==> config.mk <==
export PLATFORM = sky130hd
export DESIGN_NAME = decode_stage
export DESIGN_NICKNAME = d
export VERILOG_FILES = /design/src/rtl/decode_pkg.sv /design/src/rtl/decode_stage_skid_buffer.sv /design/src/rtl/decode_stage.sv
export SDC_FILE = /design/constraint.sdc
export NUM_CORES = 1
export LEC_CHECK = 0
export CORE_ASPECT_RATIO = 0.75
export CORE_MARGIN = 3
export CORE_UTILIZATION = 45
export CTS_BUF_LIST = sky130_fd_sc_hd__clkbuf_16
export CTS_CLUSTER_DIAMETER = 80
export CTS_CLUSTER_SIZE = 20
export DETAILED_ROUTE_END_ITERATION = 10
export PLACE_DENSITY = 0.75
export SLEW_MARGIN = 0
export SYNTH_ARGS = -nofsm -noshare
export SYNTH_HDL_FRONTEND = slang
export SYNTH_SLANG_ARGS = --single-unit
==> constraint.sdc <==
create_clock -name clk -period 2.3 [get_ports clk]
set_clock_uncertainty 0.1 [all_clocks]
set_input_delay 0.69 -clock clk [delete_from_list [all_inputs] [get_ports clk]]
set_output_delay 0.69 -clock clk [all_outputs]
set_load 0.05 [all_outputs]
==> src/rtl/decode_pkg.sv <==
// decode_pkg: opcodes, funct3 constants and the decoded bundle shared by the RV64IM decode stage
package decode_pkg;
   typedef enum logic [6:0] {
      OPC_OP        = 7'b0110011,
      OPC_OP_IMM    = 7'b0010011,
      OPC_OP_32     = 7'b0111011,
      OPC_OP_IMM_32 = 7'b0011011,
      OPC_LOAD      = 7'b0000011,
      OPC_STORE     = 7'b0100011,
      OPC_BRANCH    = 7'b1100011,
      OPC_JAL       = 7'b1101111,
      OPC_JALR      = 7'b1100111,
      OPC_LUI       = 7'b0110111,
      OPC_AUIPC     = 7'b0010111
   } opcode_e;
   localparam logic [2:0] F3OP_ADD_SUB = 3'b000, F3OP_SLL = 3'b001, F3OP_SLT = 3'b010, F3OP_SLTU = 3'b011;
   localparam logic [2:0] F3OP_XOR = 3'b100, F3OP_SRL_SRA = 3'b101, F3OP_OR = 3'b110, F3OP_AND = 3'b111;
   localparam logic [2:0] F3M_MUL = 3'b000, F3M_MULH = 3'b001, F3M_MULHSU = 3'b010, F3M_MULHU = 3'b011;
   localparam logic [2:0] F3M_DIV = 3'b100, F3M_DIVU = 3'b101, F3M_REM = 3'b110, F3M_REMU = 3'b111;
   localparam logic [2:0] F3B_BEQ = 3'b000, F3B_BNE = 3'b001, F3B_BLT = 3'b100;
   localparam logic [2:0] F3B_BGE = 3'b101, F3B_BLTU = 3'b110, F3B_BGEU = 3'b111;
   localparam logic [6:0] F7_BASE = 7'b0000000, F7_ALT = 7'b0100000, F7_MULDIV = 7'b0000001;
   typedef struct packed {
      logic [63:0] pc;
      logic [63:0] imm;
      logic [6:0]  op;
      logic [2:0]  funct3;
      logic [6:0]  funct7;
      logic [4:0]  rs1;
      logic [4:0]  rs2;
      logic [4:0]  rd;
      logic        width_32;
      logic        use_imm;
      logic        is_load;
      logic        is_store;
      logic        is_jump;
      logic        is_branch;
      logic        add_operation;
      logic        illegal;
   } decode_bundle_t;
endpackage

==> src/rtl/decode_stage_skid_buffer.sv <==
// skid_buffer: 2-entry registered valid/ready FIFO; in_ready comes only from the entry count
module skid_buffer #(
   parameter int W     = 8,
   parameter int DEPTH = 2
) (
   input  logic         clk,
   input  logic         reset,
   input  logic         flush,
   input  logic         in_valid,
   output logic         in_ready,
   input  logic [W-1:0] in_data,
   output logic         out_valid,
   input  logic         out_ready,
   output logic [W-1:0] out_data
);
   logic [1:0]   count_q, count_d;
   logic [W-1:0] head_q, head_d, tail_q, tail_d;
   logic         push, pop;
   assign in_ready  = count_q != 2'(DEPTH);
   assign out_valid = count_q != 2'd0;
   assign out_data  = head_q;
   always_comb begin
      push    = in_valid && in_ready && !flush;
      pop     = out_valid && out_ready;
      count_d = flush ? 2'd0 : count_q + {1'b0, push} - {1'b0, pop};
      head_d  = (pop || count_q == 2'd0) ? (count_q == 2'd2 ? tail_q : (push ? in_data : head_q)) : head_q;
      tail_d  = (push && !pop && count_q == 2'd1) ? in_data : tail_q;
   end
   always_ff @(posedge clk) begin
      if (reset) begin
         count_q <= 2'd0;
         head_q  <= '0;
         tail_q  <= '0;
      end else begin
         count_q <= count_d;
         head_q  <= head_d;
         tail_q  <= tail_d;
      end
   end
endmodule

==> src/rtl/decode_stage.sv <==
// decode_stage: RV64IM decode into a 2-entry skid buffer; DECODE_M_EXT_EN enables the M-extension encodings
module decode_stage
   import decode_pkg::*;
#(
   parameter int DEPTH = 2
) (
   input  logic        clk,
   input  logic        reset,
   input  logic        flush,
   input  logic        in_valid,
   output logic        in_ready,
   input  logic [31:0] in_inst,
   input  logic [63:0] in_pc,
   output logic        out_valid,
   input  logic        out_ready,
   output logic [63:0] out_pc,
   output logic [4:0]  rs1,
   output logic [4:0]  rs2,
   output logic [4:0]  rd,
   output logic [63:0] imm,
   output logic [2:0]  funct3,
   output logic [6:0]  funct7,
   output logic [6:0]  op,
   output logic        width_32,
   output logic        use_imm,
   output logic        is_load,
   output logic        is_store,
   output logic        is_jump,
   output logic        is_branch,
   output logic        add_operation,
   output logic        illegal
);
`ifdef DECODE_M_EXT_EN
   localparam bit M_EN = 1'b1;
`else
   localparam bit M_EN = 1'b0;
`endif
   decode_bundle_t d, q;
   opcode_e        opc;
   logic [2:0]     f3;
   logic [6:0]     f7;
   logic           shift, legal;
   logic [63:0]    imm_i, imm_s, imm_b, imm_u, imm_j;
   assign imm_i = {{52{in_inst[31]}}, in_inst[31:20]};
   assign imm_s = {{52{in_inst[31]}}, in_inst[31:25], in_inst[11:7]};
   assign imm_b = {{52{in_inst[31]}}, in_inst[7], in_inst[30:25], in_inst[11:8], 1'b0};
   assign imm_u = {{32{in_inst[31]}}, in_inst[31:12], 12'b0};
   assign imm_j = {{44{in_inst[31]}}, in_inst[19:12], in_inst[20], in_inst[30:21], 1'b0};
   always_comb begin
      opc      = opcode_e'(in_inst[6:0]);
      f3       = in_inst[14:12];
      f7       = in_inst[31:25];
      shift    = f3 == F3OP_SLL || f3 == F3OP_SRL_SRA;
      legal    = 1'b1;
      d        = '0;
      d.pc     = in_pc;
      d.op     = in_inst[6:0];
      d.funct3 = f3;
      d.rs1    = in_inst[19:15];
      d.rs2    = in_inst[24:20];
      d.rd     = in_inst[11:7];
      case (opc)
         OPC_OP: begin
            d.funct7 = f7;
            legal    = f7 == F7_BASE || (f7 == F7_ALT && f3 inside {F3OP_ADD_SUB, F3OP_SRL_SRA}) || (M_EN && f7 == F7_MULDIV);
         end
         OPC_OP_32: begin
            d.funct7   = f7;
            d.width_32 = 1'b1;
            legal      = (f7 == F7_BASE && f3 inside {F3OP_ADD_SUB, F3OP_SLL, F3OP_SRL_SRA})
                      || (f7 == F7_ALT && f3 inside {F3OP_ADD_SUB, F3OP_SRL_SRA})
                      || (M_EN && f7 == F7_MULDIV && f3 inside {F3M_MUL, F3M_DIV, F3M_DIVU, F3M_REM, F3M_REMU});
         end
         OPC_OP_IMM: begin
            d.rs2     = '0;
            d.use_imm = 1'b1;
            d.funct7  = shift ? {1'b0, in_inst[30], 5'b0} : 7'b0;
            d.imm     = shift ? {58'b0, in_inst[25:20]} : imm_i;
            legal     = !shift || in_inst[31:26] == 6'b0 || (f3 == F3OP_SRL_SRA && in_inst[31:26] == 6'b010000);
         end
         OPC_OP_IMM_32: begin
            d.rs2      = '0;
            d.use_imm  = 1'b1;
            d.width_32 = 1'b1;
            d.funct7   = shift ? {1'b0, in_inst[30], 5'b0} : 7'b0;
            d.imm      = shift ? {59'b0, in_inst[24:20]} : imm_i;
            legal      = f3 == F3OP_ADD_SUB || (shift && (f7 == F7_BASE || (f3 == F3OP_SRL_SRA && f7 == F7_ALT)));
         end
         OPC_LOAD: begin
            d.rs2     = '0;
            d.is_load = 1'b1;
            d.use_imm = 1'b1;
            d.imm     = imm_i;
            legal     = f3 != 3'b111;
         end
         OPC_STORE: begin
            d.rd       = '0;
            d.is_store = 1'b1;
            d.use_imm  = 1'b1;
            d.imm      = imm_s;
            legal      = !f3[2];
         end
         OPC_BRANCH: begin
            d.rd        = '0;
            d.is_branch = 1'b1;
            d.imm       = imm_b;
            legal       = f3 inside {F3B_BEQ, F3B_BNE, F3B_BLT, F3B_BGE, F3B_BLTU, F3B_BGEU};
         end
         OPC_JAL: begin
            d.rs1     = '0;
            d.rs2     = '0;
            d.is_jump = 1'b1;
            d.imm     = imm_j;
         end
         OPC_JALR: begin
            d.rs2     = '0;
            d.is_jump = 1'b1;
            d.use_imm = 1'b1;
            d.imm     = imm_i;
            legal     = f3 == 3'b000;
         end
         OPC_LUI, OPC_AUIPC: begin
            d.rs1           = '0;
            d.rs2           = '0;
            d.use_imm       = 1'b1;
            d.add_operation = 1'b1;
            d.imm           = imm_u;
         end
         default: legal = 1'b0;
      endcase
      // a trap only needs the PC and opcode; everything else is cleared
      if (!legal) begin
         d         = '0;
         d.pc      = in_pc;
         d.op      = in_inst[6:0];
         d.illegal = 1'b1;
      end
   end
   skid_buffer #(.W($bits(decode_bundle_t)), .DEPTH(DEPTH)) u_skid (
      .clk       (clk),
      .reset     (reset),
      .flush     (flush),
      .in_valid  (in_valid),
      .in_ready  (in_ready),
      .in_data   (d),
      .out_valid (out_valid),
      .out_ready (out_ready),
      .out_data  (q)
   );
   assign out_pc        = q.pc;
   assign rs1           = q.rs1;
   assign rs2           = q.rs2;
   assign rd            = q.rd;
   assign imm           = q.imm;
   assign funct3        = q.funct3;
   assign funct7        = q.funct7;
   assign op            = q.op;
   assign width_32      = q.width_32;
   assign use_imm       = q.use_imm;
   assign is_load       = q.is_load;
   assign is_store      = q.is_store;
   assign is_jump       = q.is_jump;
   assign is_branch     = q.is_branch;
   assign add_operation = q.add_operation;
   assign illegal       = q.illegal;
endmodule

==> impl_results.html, run 1 <==
<table>
<tr><th>Metric</th><th>Value</th></tr>
<tr><th colspan="2">Synth</th></tr>
<tr><td>Primary flip-flop cell chosen by synthesis mapping</td><td>dfxtp_1</td></tr>
<tr><td>Register bit count reported by yosys</td><td>between 200 and 300</td></tr>
<tr><td>Synthesized area</td><td>between 10000 and 15000 um2</td></tr>
<tr><td>EDFF count, synth</td><td>0</td></tr>
<tr><td>Synthesized netlist net count</td><td>1652</td></tr>
<tr><td>Share of synthesized registers carrying an async set or reset</td><td>0</td></tr>
<tr><td>Post-synthesis area per instance</td><td>between 8 and 9 um2</td></tr>
<tr><td>Cell variety after synth</td><td>67</td></tr>
<tr><td>Sequential area share after synthesis</td><td>0.442</td></tr>
<tr><td>Total number of yosys warnings</td><td>0</td></tr>
<tr><td>Gate count of the mapped netlist</td><td>roughly 1.5k</td></tr>
<tr><th colspan="2">Power and ir drop</th></tr>
<tr><td>Switching Share</td><td>0.330</td></tr>
<tr><td>Internal power</td><td>7.41 mW</td></tr>
<tr><td>Power dissipated by switching net loads</td><td>approximately 3.6 mW</td></tr>
<tr><td>Power consumption</td><td>~11 mW</td></tr>
<tr><td>Peak supply drop</td><td>0.000471 V</td></tr>
<tr><td>Sequential power share</td><td>0.462</td></tr>
<tr><td>Combinational fraction of design power</td><td>0.274</td></tr>
<tr><td>Relative contribution of the clock network to total power</td><td>0.264</td></tr>
<tr><td>Lkg Pwr</td><td>approximately 6.7 nW</td></tr>
<tr><td>Pwr dens</td><td>around 650 nW/um2</td></tr>
<tr><th colspan="2">GRT</th></tr>
<tr><td>Number of antenna violations at the first check in global routing</td><td>1</td></tr>
<tr><td>Largest net degree at the start of global routing</td><td>105</td></tr>
<tr><td>First-pass GRT wire length</td><td>63.8 mm</td></tr>
<tr><td>Number of global-route vias before repair</td><td>about 12k</td></tr>
<tr><td>Total gr overflow</td><td>0</td></tr>
<tr><td>Global Route Usage Sum</td><td>0.261</td></tr>
<tr><th colspan="2">Floorplanning</th></tr>
<tr><td>Die Outline Area</td><td>around 30000 um2</td></tr>
<tr><td>Die Ht</td><td>150 um</td></tr>
<tr><td>Horizontal extent of the die</td><td>roughly 200 um</td></tr>
<tr><td>Starting density of the core</td><td>0.467</td></tr>
<tr><td>CORE AREA</td><td>26500 um2</td></tr>
<tr><td>IO Count</td><td>about 270</td></tr>
<tr><td>Count of standard-cell rows</td><td>51</td></tr>
<tr><th colspan="2">CTS</th></tr>
<tr><td>Max Buffers Root-to-Sink</td><td>3</td></tr>
<tr><td>H-tree depth</td><td>1</td></tr>
<tr><td>CTS tree</td><td>built</td></tr>
<tr><td>Clock sinks</td><td>between 200 and 300</td></tr>
<tr><td>CTS Root Buffer Type</td><td>clkbuf_16</td></tr>
<tr><td>Number of buffers inserted during clock tree synthesis</td><td>17</td></tr>
<tr><td>Hold buffer count at CTS</td><td>0</td></tr>
<tr><td>CTS clock-pin slew for the worst setup and hold paths</td><td>about 0.09 ns</td></tr>
<tr><td>Clock Latency Late Sink</td><td>around 0.50 ns</td></tr>
<tr><th colspan="2">Routing</th></tr>
<tr><td>1st-iter DRT viols</td><td>940</td></tr>
<tr><td>Count of unresolved DRC violations after routing</td><td>0</td></tr>
<tr><td>Via count normalized by instance count</td><td>between 5 and 6</td></tr>
<tr><td>Via count of the routed design</td><td>between 10k and 15k</td></tr>
<tr><td>Detailed Routing Iterations Pass 1</td><td>5</td></tr>
<tr><td>Count of nets left with antenna violations after detail routing</td><td>0</td></tr>
<tr><td>Total Routed Length</td><td>about 40 mm</td></tr>
<tr><td>Routed length per instance</td><td>around 19 um</td></tr>
<tr><th colspan="2">Critical path</th></tr>
<tr><td>CP peak stage delay</td><td>0.45 ns</td></tr>
<tr><td>Worst Setup End Kind</td><td>output port</td></tr>
<tr><td>R2R setup slack</td><td>0.27 ns</td></tr>
<tr><td>Slowest stage cell on the critical path</td><td>dfxtp_1</td></tr>
<tr><td>Series of cell instances along the critical path</td><td>buf_12, buf_12</td></tr>
<tr><td>Required time of the critical path</td><td>1.51 ns</td></tr>
<tr><td>Sum of buffers and inverters on the critical path</td><td>2</td></tr>
<tr><td>Type of the worst setup path</td><td>reg -&gt; out</td></tr>
<tr><td>Data arrival time at the worst-slack endpoint</td><td>1.46 ns</td></tr>
<tr><td>Crit path max fanout</td><td>24</td></tr>
<tr><td>Most repeated library cell on the critical path</td><td>buf_12</td></tr>
<tr><td>Critical Path Start Type</td><td>flip-flop</td></tr>
<tr><td>Kind of cell adding the most delay to the critical path</td><td>buffers and inverters</td></tr>
<tr><th colspan="2">Finish</th></tr>
<tr><td>Most used cells in the layout excluding fill and tap cells</td><td>337 x nand2_1, 273 x dfxtp_1, 185 x buf_4, 126 x a21oi_1, 111 x nor2_1</td></tr>
<tr><td>Commonest non-fill, non-tap cell in the layout</td><td>nand2_1</td></tr>
<tr><td>Net total in the final layout</td><td>1915</td></tr>
<tr><td>Fraction of final layout cells sized beyond drive strength 1</td><td>0.202</td></tr>
<tr><td>Layout area overhead</td><td>37.9%</td></tr>
<tr><th colspan="2">Timing</th></tr>
<tr><td>Final Hold Fails</td><td>0</td></tr>
<tr><td>Final setup fails</td><td>0</td></tr>
<tr><td>Slew Viols, Final</td><td>0</td></tr>
<tr><td>Period Utilization, post-route</td><td>0.978</td></tr>
<tr><td>Shortest period the worst path allows</td><td>~2.2 ns</td></tr>
<tr><td>Worst slew margin relative to its limit</td><td>0.620</td></tr>
<tr><td>Peak clock frequency supported by timing</td><td>around 440 MHz</td></tr>
<tr><td>Slew at the pin closest to its max-slew limit</td><td>about 0.57 ns</td></tr>
<tr><td>Post-route setup slack</td><td>slightly above 0.05 ns</td></tr>
<tr><td>RSZ-0062 raised after global routing</td><td>no</td></tr>
<tr><th colspan="2">Hold path</th></tr>
<tr><td>Class of the worst hold path</td><td>reg -&gt; reg</td></tr>
<tr><th colspan="2">Run</th></tr>
<tr><td>Number of maximum-capacitance violations</td><td>0</td></tr>
<tr><th colspan="2">Place</th></tr>
<tr><td>Count of input and output buffers</td><td>between 200 and 300</td></tr>
<tr><td>Post-detailed-placement half-perimeter wirelength</td><td>about 27 mm</td></tr>
<tr><td>Final Wtd Congestion</td><td>approximately 0.90</td></tr>
<tr><td>Worst setup slack after placement</td><td>-0.895 ns</td></tr>
<tr><th colspan="2">Run status</th></tr>
<tr><td>Run status</td><td>finished, final reports clean</td></tr>
</table>
-- worst register-to-register path, stage by stage, from the launching register on --
cell and delay, ns:
dfxtp_1 0.32, buf_4 0.15, or2_2 0.32, and2_1 0.18
ha_1 0.27, inv_1 0.04, ha_1 0.18, xor2_1 0.15
xnor2_1 0.12, nor3_1 0.13
-- logic make-up (layout without fill, tap and decap cells) --
kind of cell    after synthesis  count (layout)  synth area share
compound gates              417             417             0.241
other cells                   0               1                 0
simple gates                658             658             0.237
flops                       274             274             0.442
fa+ha+maj                     2               2           0.00202
buf+inv                     196             458            0.0759
xor+xnor                      2               2           0.00141
-- timing repair --
item                                    CTS  global route
pin swaps                                18            14
endpoints found under the setup margin  209           170
gates cloned                              4             1
resized for setup                       139            39
buffers inserted                         12             4
-- power groups by stage --
stage               combinational (mW)  sequential (mW)  clock [mW]
floorplan                         1.04             5.93           0
global placement                  2.92             5.22           0
detailed placement                2.95             5.22           0
CTS                               2.99             5.11        2.98
global route                      3.20             5.14        3.13
finish                            3.03             5.11        2.92
-- synth_stat cells (all sizes together), types with 5 or more instances --
library cell	number	share of area
a211o	6	0.0042
a211oi	6	0.0036
a21oi	130	0.053
a221oi	19	0.019
a311oi	72	0.051
a31oi	6	0.0054
a32o	7	0.0056
and2	26	0.013
and3	14	0.0071
buf	72	0.038
clkbuf	114	0.035
dfxtp	274	0.44
inv	10	0.0030
nand2	340	0.10
nand2b	5	0.0025
nand3	73	0.029
nand4	16	0.0081
nor2	115	0.035
nor2b	6	0.0030
nor3	18	0.0082
nor4	5	0.0040
o2111ai	15	0.011
o211ai	8	0.0048
o21ai	70	0.029
o22ai	16	0.0081
o311ai	20	0.014
o31ai	20	0.012
o41ai	8	0.0099
or3	19	0.0096
or4	9	0.0054
-- state kept, by name, summed over array words and instances, names as in the netlist --
signal	cells
u_skid.count_q	2
u_skid.tail_q	136
u_skid.out_data	136
-- area by class of cell --
type	instances	area, um2
fillers	2309	9440
diodes	1	2.50
multi-input cells	1079	6240
repair buffers	430	4470
clock inverters	1	8.76
inverters	10	43.8
well taps	344	430
flip-flops and latches	274	5490
clock buffers	17	425
-- stage by stage --
stage          hold slack, ns  instances  cell area, um2   util  setup TNS [ns]
2_1_floorplan           0.335       1549           12400      -         -0.0734
3_3_place_gp            0.341       2117           16200  0.612         -132.41
3_5_place_dp            0.345       2117           16200  0.612         -138.82
4_1_cts                 0.359       2150           17000  0.641         -0.0132
5_1_grt                 0.370       2156           17100  0.644               0
6_report                0.356       2156           17100  0.644               0
-- routing by layer --
| layer | vias to the layer above | global-route usage | part of all wire |
|---|---|---|---|
| li1 | 6013 | - | - |
| met1 | 5993 | 0.382 | 0.46 |
| met2 | 500 | 0.404 | 0.44 |
| met3 | 42 | 0.0527 | 0.086 |
| met4 | 0 | 0.0488 | 0.016 |
| met5 | - | 0 | 0 |
-- path summary, 6_finish.rpt --
kind | from | end | cells after the start
setup / recovery | u_skid.out_data[103] | imm[48] | 2
hold reg to reg | u_skid.tail_q[161] | u_skid.tail_q[161] | 2
setup reg to reg | u_skid.count_q[1] | u_skid.count_q[1] | 9
hold / removal | u_skid.tail_q[161] | u_skid.tail_q[161] | 2
Power figures use the tool's default switching activity.
==> run 2, diff against run 1 <==
Settings changed: ABC_CLOCK_PERIOD_IN_PS set to 2300, CELL_PAD_IN_SITES_DETAIL_PLACEMENT set to 0, CELL_PAD_IN_SITES_GLOBAL_PLACEMENT set to 1, CORE_UTILIZATION 45 to 34, PLACE_DENSITY 0.75 to not set, PLACE_DENSITY_LB_ADDON set to 0.1, TNS_END_PERCENT set to 20.
==> impl_results.html, run 2 (synthesis gave the netlist of run 1 again) <==
<table>
<tr><th>Metric</th><th>Value</th></tr>
<tr><th colspan="2">Run status</th></tr>
<tr><td>Run status</td><td>finished, final reports clean (unchanged)</td></tr>
<tr><th colspan="2">Timing</th></tr>
<tr><td>Final setup fails</td><td>0 (unchanged)</td></tr>
<tr><td>Shortest period the worst path allows</td><td>2.25 ns (about the same)</td></tr>
<tr><td>Peak clock frequency supported by timing</td><td>445 MHz (about the same)</td></tr>
<tr><td>Slew at the pin closest to its max-slew limit</td><td>0.653 ns (was 0.570 ns)</td></tr>
<tr><td>Period Utilization, post-route</td><td>0.976 (was 0.978)</td></tr>
<tr><td>Slew Viols, Final</td><td>0 (unchanged)</td></tr>
<tr><td>Final Hold Fails</td><td>0 (unchanged)</td></tr>
<tr><td>Worst slew margin relative to its limit</td><td>0.565 (was 0.620)</td></tr>
<tr><td>RSZ-0062 raised after global routing</td><td>yes (was no)</td></tr>
<tr><th colspan="2">GRT</th></tr>
<tr><td>Largest net degree at the start of global routing</td><td>126 (was 105)</td></tr>
<tr><td>Number of antenna violations at the first check in global routing</td><td>2 (was 1)</td></tr>
<tr><td>Global Route Usage Sum</td><td>0.221 (was 0.261)</td></tr>
<tr><td>Number of global-route vias before repair</td><td>11.4k (was 11.7k)</td></tr>
<tr><td>Total gr overflow</td><td>0 (unchanged)</td></tr>
<tr><td>First-pass GRT wire length</td><td>68.3 mm (was 63.8 mm)</td></tr>
<tr><th colspan="2">Finish</th></tr>
<tr><td>Most used cells in the layout excluding fill and tap cells</td><td>337 x nand2_1, 271 x dfxtp_1, 213 x buf_4, 129 x a21oi_1, 110 x nor2_1 (was 337 x nand2_1, 273 x dfxtp_1, 185 x buf_4, 126 x a21oi_1, 111 x nor2_1)</td></tr>
<tr><td>Net total in the final layout</td><td>1930 (was 1915)</td></tr>
<tr><td>Fraction of final layout cells sized beyond drive strength 1</td><td>0.223 (was 0.202)</td></tr>
<tr><td>Post-layout instance area</td><td>17500 um2 (was 17100 um2)</td></tr>
<tr><td>Antenna diodes</td><td>0 (was 1)</td></tr>
<tr><td>Commonest non-fill, non-tap cell in the layout</td><td>nand2_1 (unchanged)</td></tr>
<tr><td>Final core occ</td><td>0.497 (was 0.644)</td></tr>
<tr><td>Layout area overhead</td><td>41.3% (was 37.9%)</td></tr>
<tr><td>Number of non-filler instances in the completed layout</td><td>2284 (was 2156)</td></tr>
<tr><td>FILL cells</td><td>3423 (was 2309)</td></tr>
<tr><th colspan="2">Floorplanning</th></tr>
<tr><td>Die Outline Area</td><td>38800 um2 (was 29600 um2)</td></tr>
<tr><td>Die Ht</td><td>171 um (was 150 um)</td></tr>
<tr><td>IO Count</td><td>271 (unchanged)</td></tr>
<tr><td>Starting density of the core</td><td>0.351 (was 0.467)</td></tr>
<tr><td>Horizontal extent of the die</td><td>227 um (was 198 um)</td></tr>
<tr><td>Count of standard-cell rows</td><td>59 (was 51)</td></tr>
<tr><td>CORE AREA</td><td>35300 um2 (was 26500 um2)</td></tr>
<tr><th colspan="2">CTS</th></tr>
<tr><td>Clock Latency Late Sink</td><td>0.50 ns (about the same)</td></tr>
<tr><td>Max Buffers Root-to-Sink</td><td>3 (unchanged)</td></tr>
<tr><td>H-tree depth</td><td>1 (unchanged)</td></tr>
<tr><td>CTS tree</td><td>built (unchanged)</td></tr>
<tr><td>Number of buffers inserted during clock tree synthesis</td><td>17 (unchanged)</td></tr>
<tr><td>CTS clock-pin slew for the worst setup and hold paths</td><td>0.09 ns (about the same)</td></tr>
<tr><td>CTS Root Buffer Type</td><td>clkbuf_16 (unchanged)</td></tr>
<tr><td>Clock sinks</td><td>274 (unchanged)</td></tr>
<tr><th colspan="2">Place</th></tr>
<tr><td>Post-Place Cells</td><td>2235 (was 2117)</td></tr>
<tr><td>Count of input and output buffers</td><td>270 (unchanged)</td></tr>
<tr><td>Final Wtd Congestion</td><td>0.855 (was 0.895)</td></tr>
<tr><td>Post-detailed-placement half-perimeter wirelength</td><td>30.1 mm (was 27.4 mm)</td></tr>
<tr><td>Cell area reported after detailed placement</td><td>16400 um2 (was 16200 um2)</td></tr>
<tr><th colspan="2">Run</th></tr>
<tr><td>Number of maximum-capacitance violations</td><td>0 (unchanged)</td></tr>
<tr><th colspan="2">Routing</th></tr>
<tr><td>Count of unresolved DRC violations after routing</td><td>0 (unchanged)</td></tr>
<tr><td>1st-iter DRT viols</td><td>894 (was 940)</td></tr>
<tr><td>Via count of the routed design</td><td>12.4k (was 12.5k)</td></tr>
<tr><td>Total Routed Length</td><td>44.8 mm (was 40.8 mm)</td></tr>
<tr><td>Detailed Routing Iterations Pass 1</td><td>4 (was 5)</td></tr>
<tr><td>Count of nets left with antenna violations after detail routing</td><td>0 (unchanged)</td></tr>
<tr><td>Routed length per instance</td><td>19.6 um (was 18.9 um)</td></tr>
<tr><td>Via count normalized by instance count</td><td>5.41 (was 5.82)</td></tr>
<tr><th colspan="2">Power and ir drop</th></tr>
<tr><td>Pwr dens</td><td>639 nW/um2 (was 646 nW/um2)</td></tr>
<tr><td>Lkg Pwr</td><td>6.77 nW (was 6.68 nW)</td></tr>
<tr><td>Peak supply drop</td><td>0.000449 V (was 0.000471 V)</td></tr>
<tr><th colspan="2">Critical path</th></tr>
<tr><td>Required time of the critical path</td><td>1.51 ns (about the same)</td></tr>
<tr><td>Type of the worst setup path</td><td>reg -&gt; out (unchanged)</td></tr>
<tr><td>Critical Path Start Type</td><td>flip-flop (unchanged)</td></tr>
<tr><td>Slowest stage cell on the critical path</td><td>dfxtp_2 (was dfxtp_1)</td></tr>
<tr><td>Sum of buffers and inverters on the critical path</td><td>3 (was 2)</td></tr>
<tr><td>Data arrival time at the worst-slack endpoint</td><td>1.46 ns (about the same)</td></tr>
<tr><td>Crit path max fanout</td><td>5 (was 24)</td></tr>
<tr><td>CP peak stage delay</td><td>0.35 ns (was 0.45 ns)</td></tr>
<tr><td>Worst Setup End Kind</td><td>output port (unchanged)</td></tr>
<tr><td>Series of cell instances along the critical path</td><td>buf_6, nor2b_4, clkinv_8, buf_8 (was buf_12, buf_12)</td></tr>
<tr><td>Kind of cell adding the most delay to the critical path</td><td>buffers and inverters (unchanged)</td></tr>
<tr><th colspan="2">Hold path</th></tr>
<tr><td>Class of the worst hold path</td><td>reg -&gt; reg (unchanged)</td></tr>
</table>
## run 2: cell type report
| class | count | area (um2) | share of cell area |
|---|---|---|---|
| clock buffer | 17 | 425 | 0.0243 |
| clock inverter | 2 | 10.0 | 0.000571 |
| inverter | 10 | 51.3 | 0.00293 |
| multi-input combinational | 1079 | 6330 | 0.361 |
| sequential | 274 | 5490 | 0.313 |
| tap | 457 | 572 | 0.0326 |
| timing repair buffer | 445 | 4650 | 0.265 |
## run 2: repair_timing
| action | CTS | global route |
|---|---|---|
| gates resized for setup | 148 | 41 |
| gates cloned | 4 | 2 |
| endpoints found under the setup margin | 240 | 188 |
| pin swaps | 13 | 15 |
| setup buffers | 11 | 14 |
| hold buffers | 0 | 0 |
## run 2: final timing paths
path	to	cells past startpoint	slack, ns	from
max	in_ready	4	0.05	u_skid.count_q[1]
min	u_skid.tail_q[154]	2	0.36	u_skid.tail_q[154]
max reg2reg	u_skid.out_data[53]	9	0.19	u_skid.count_q[1]
min reg2reg	u_skid.tail_q[154]	2	0.36	u_skid.tail_q[154]
## run 2: per-stage QoR
| stage | setup TNS [ns] | worst slack (ns) | hold slack, ns | power, mW |
|---|---|---|---|---|
| 2_1_floorplan | -0.163 | -0.00776 | 0.335 | 6.97 |
| 3_3_place_gp | -157.40 | -0.841 | 0.342 | 8.22 |
| 3_5_place_dp | -160.12 | -0.868 | 0.344 | 8.23 |
| 4_1_cts | -0.248 | -0.146 | 0.359 | 11.3 |
| 5_1_grt | -0.00659 | -0.00659 | 0.372 | 11.7 |
| 6_report | 0 | 0.0543 | 0.356 | 11.2 |
## run 2: power by group
| part | total, mW | internal, mW | leakage [nW] | switching (mW) |
|---|---|---|---|---|
| Clock | 2.98 | 1.33 | 0.217 | 1.65 |
| Sequential | 5.11 | 4.97 | 2.23 | 0.144 |
| Combinational | 3.11 | 1.16 | 4.32 | 1.95 |
## run 2: per-layer routing
metal,part of all wire,wire [um],up-vias,track usage
li1,-,-,6063,-
met1,0.49,22200,5947,0.337
met2,0.43,19300,305,0.326
met3,0.061,2730,46,0.0428
met4,0.014,643,4,0.0381
met5,0.00065,29,-,0
## run 2: worst register-to-register path, stage by stage, from the launching register on
cell and delay (ns):
dfxtp_2 0.34, or3b_4 0.39, a21oi_4 0.24, nor2_4 0.07, buf_12 0.15, buf_12 0.15
nor2_4 0.19, buf_4 0.16, buf_16 0.12, a221oi_2 0.06
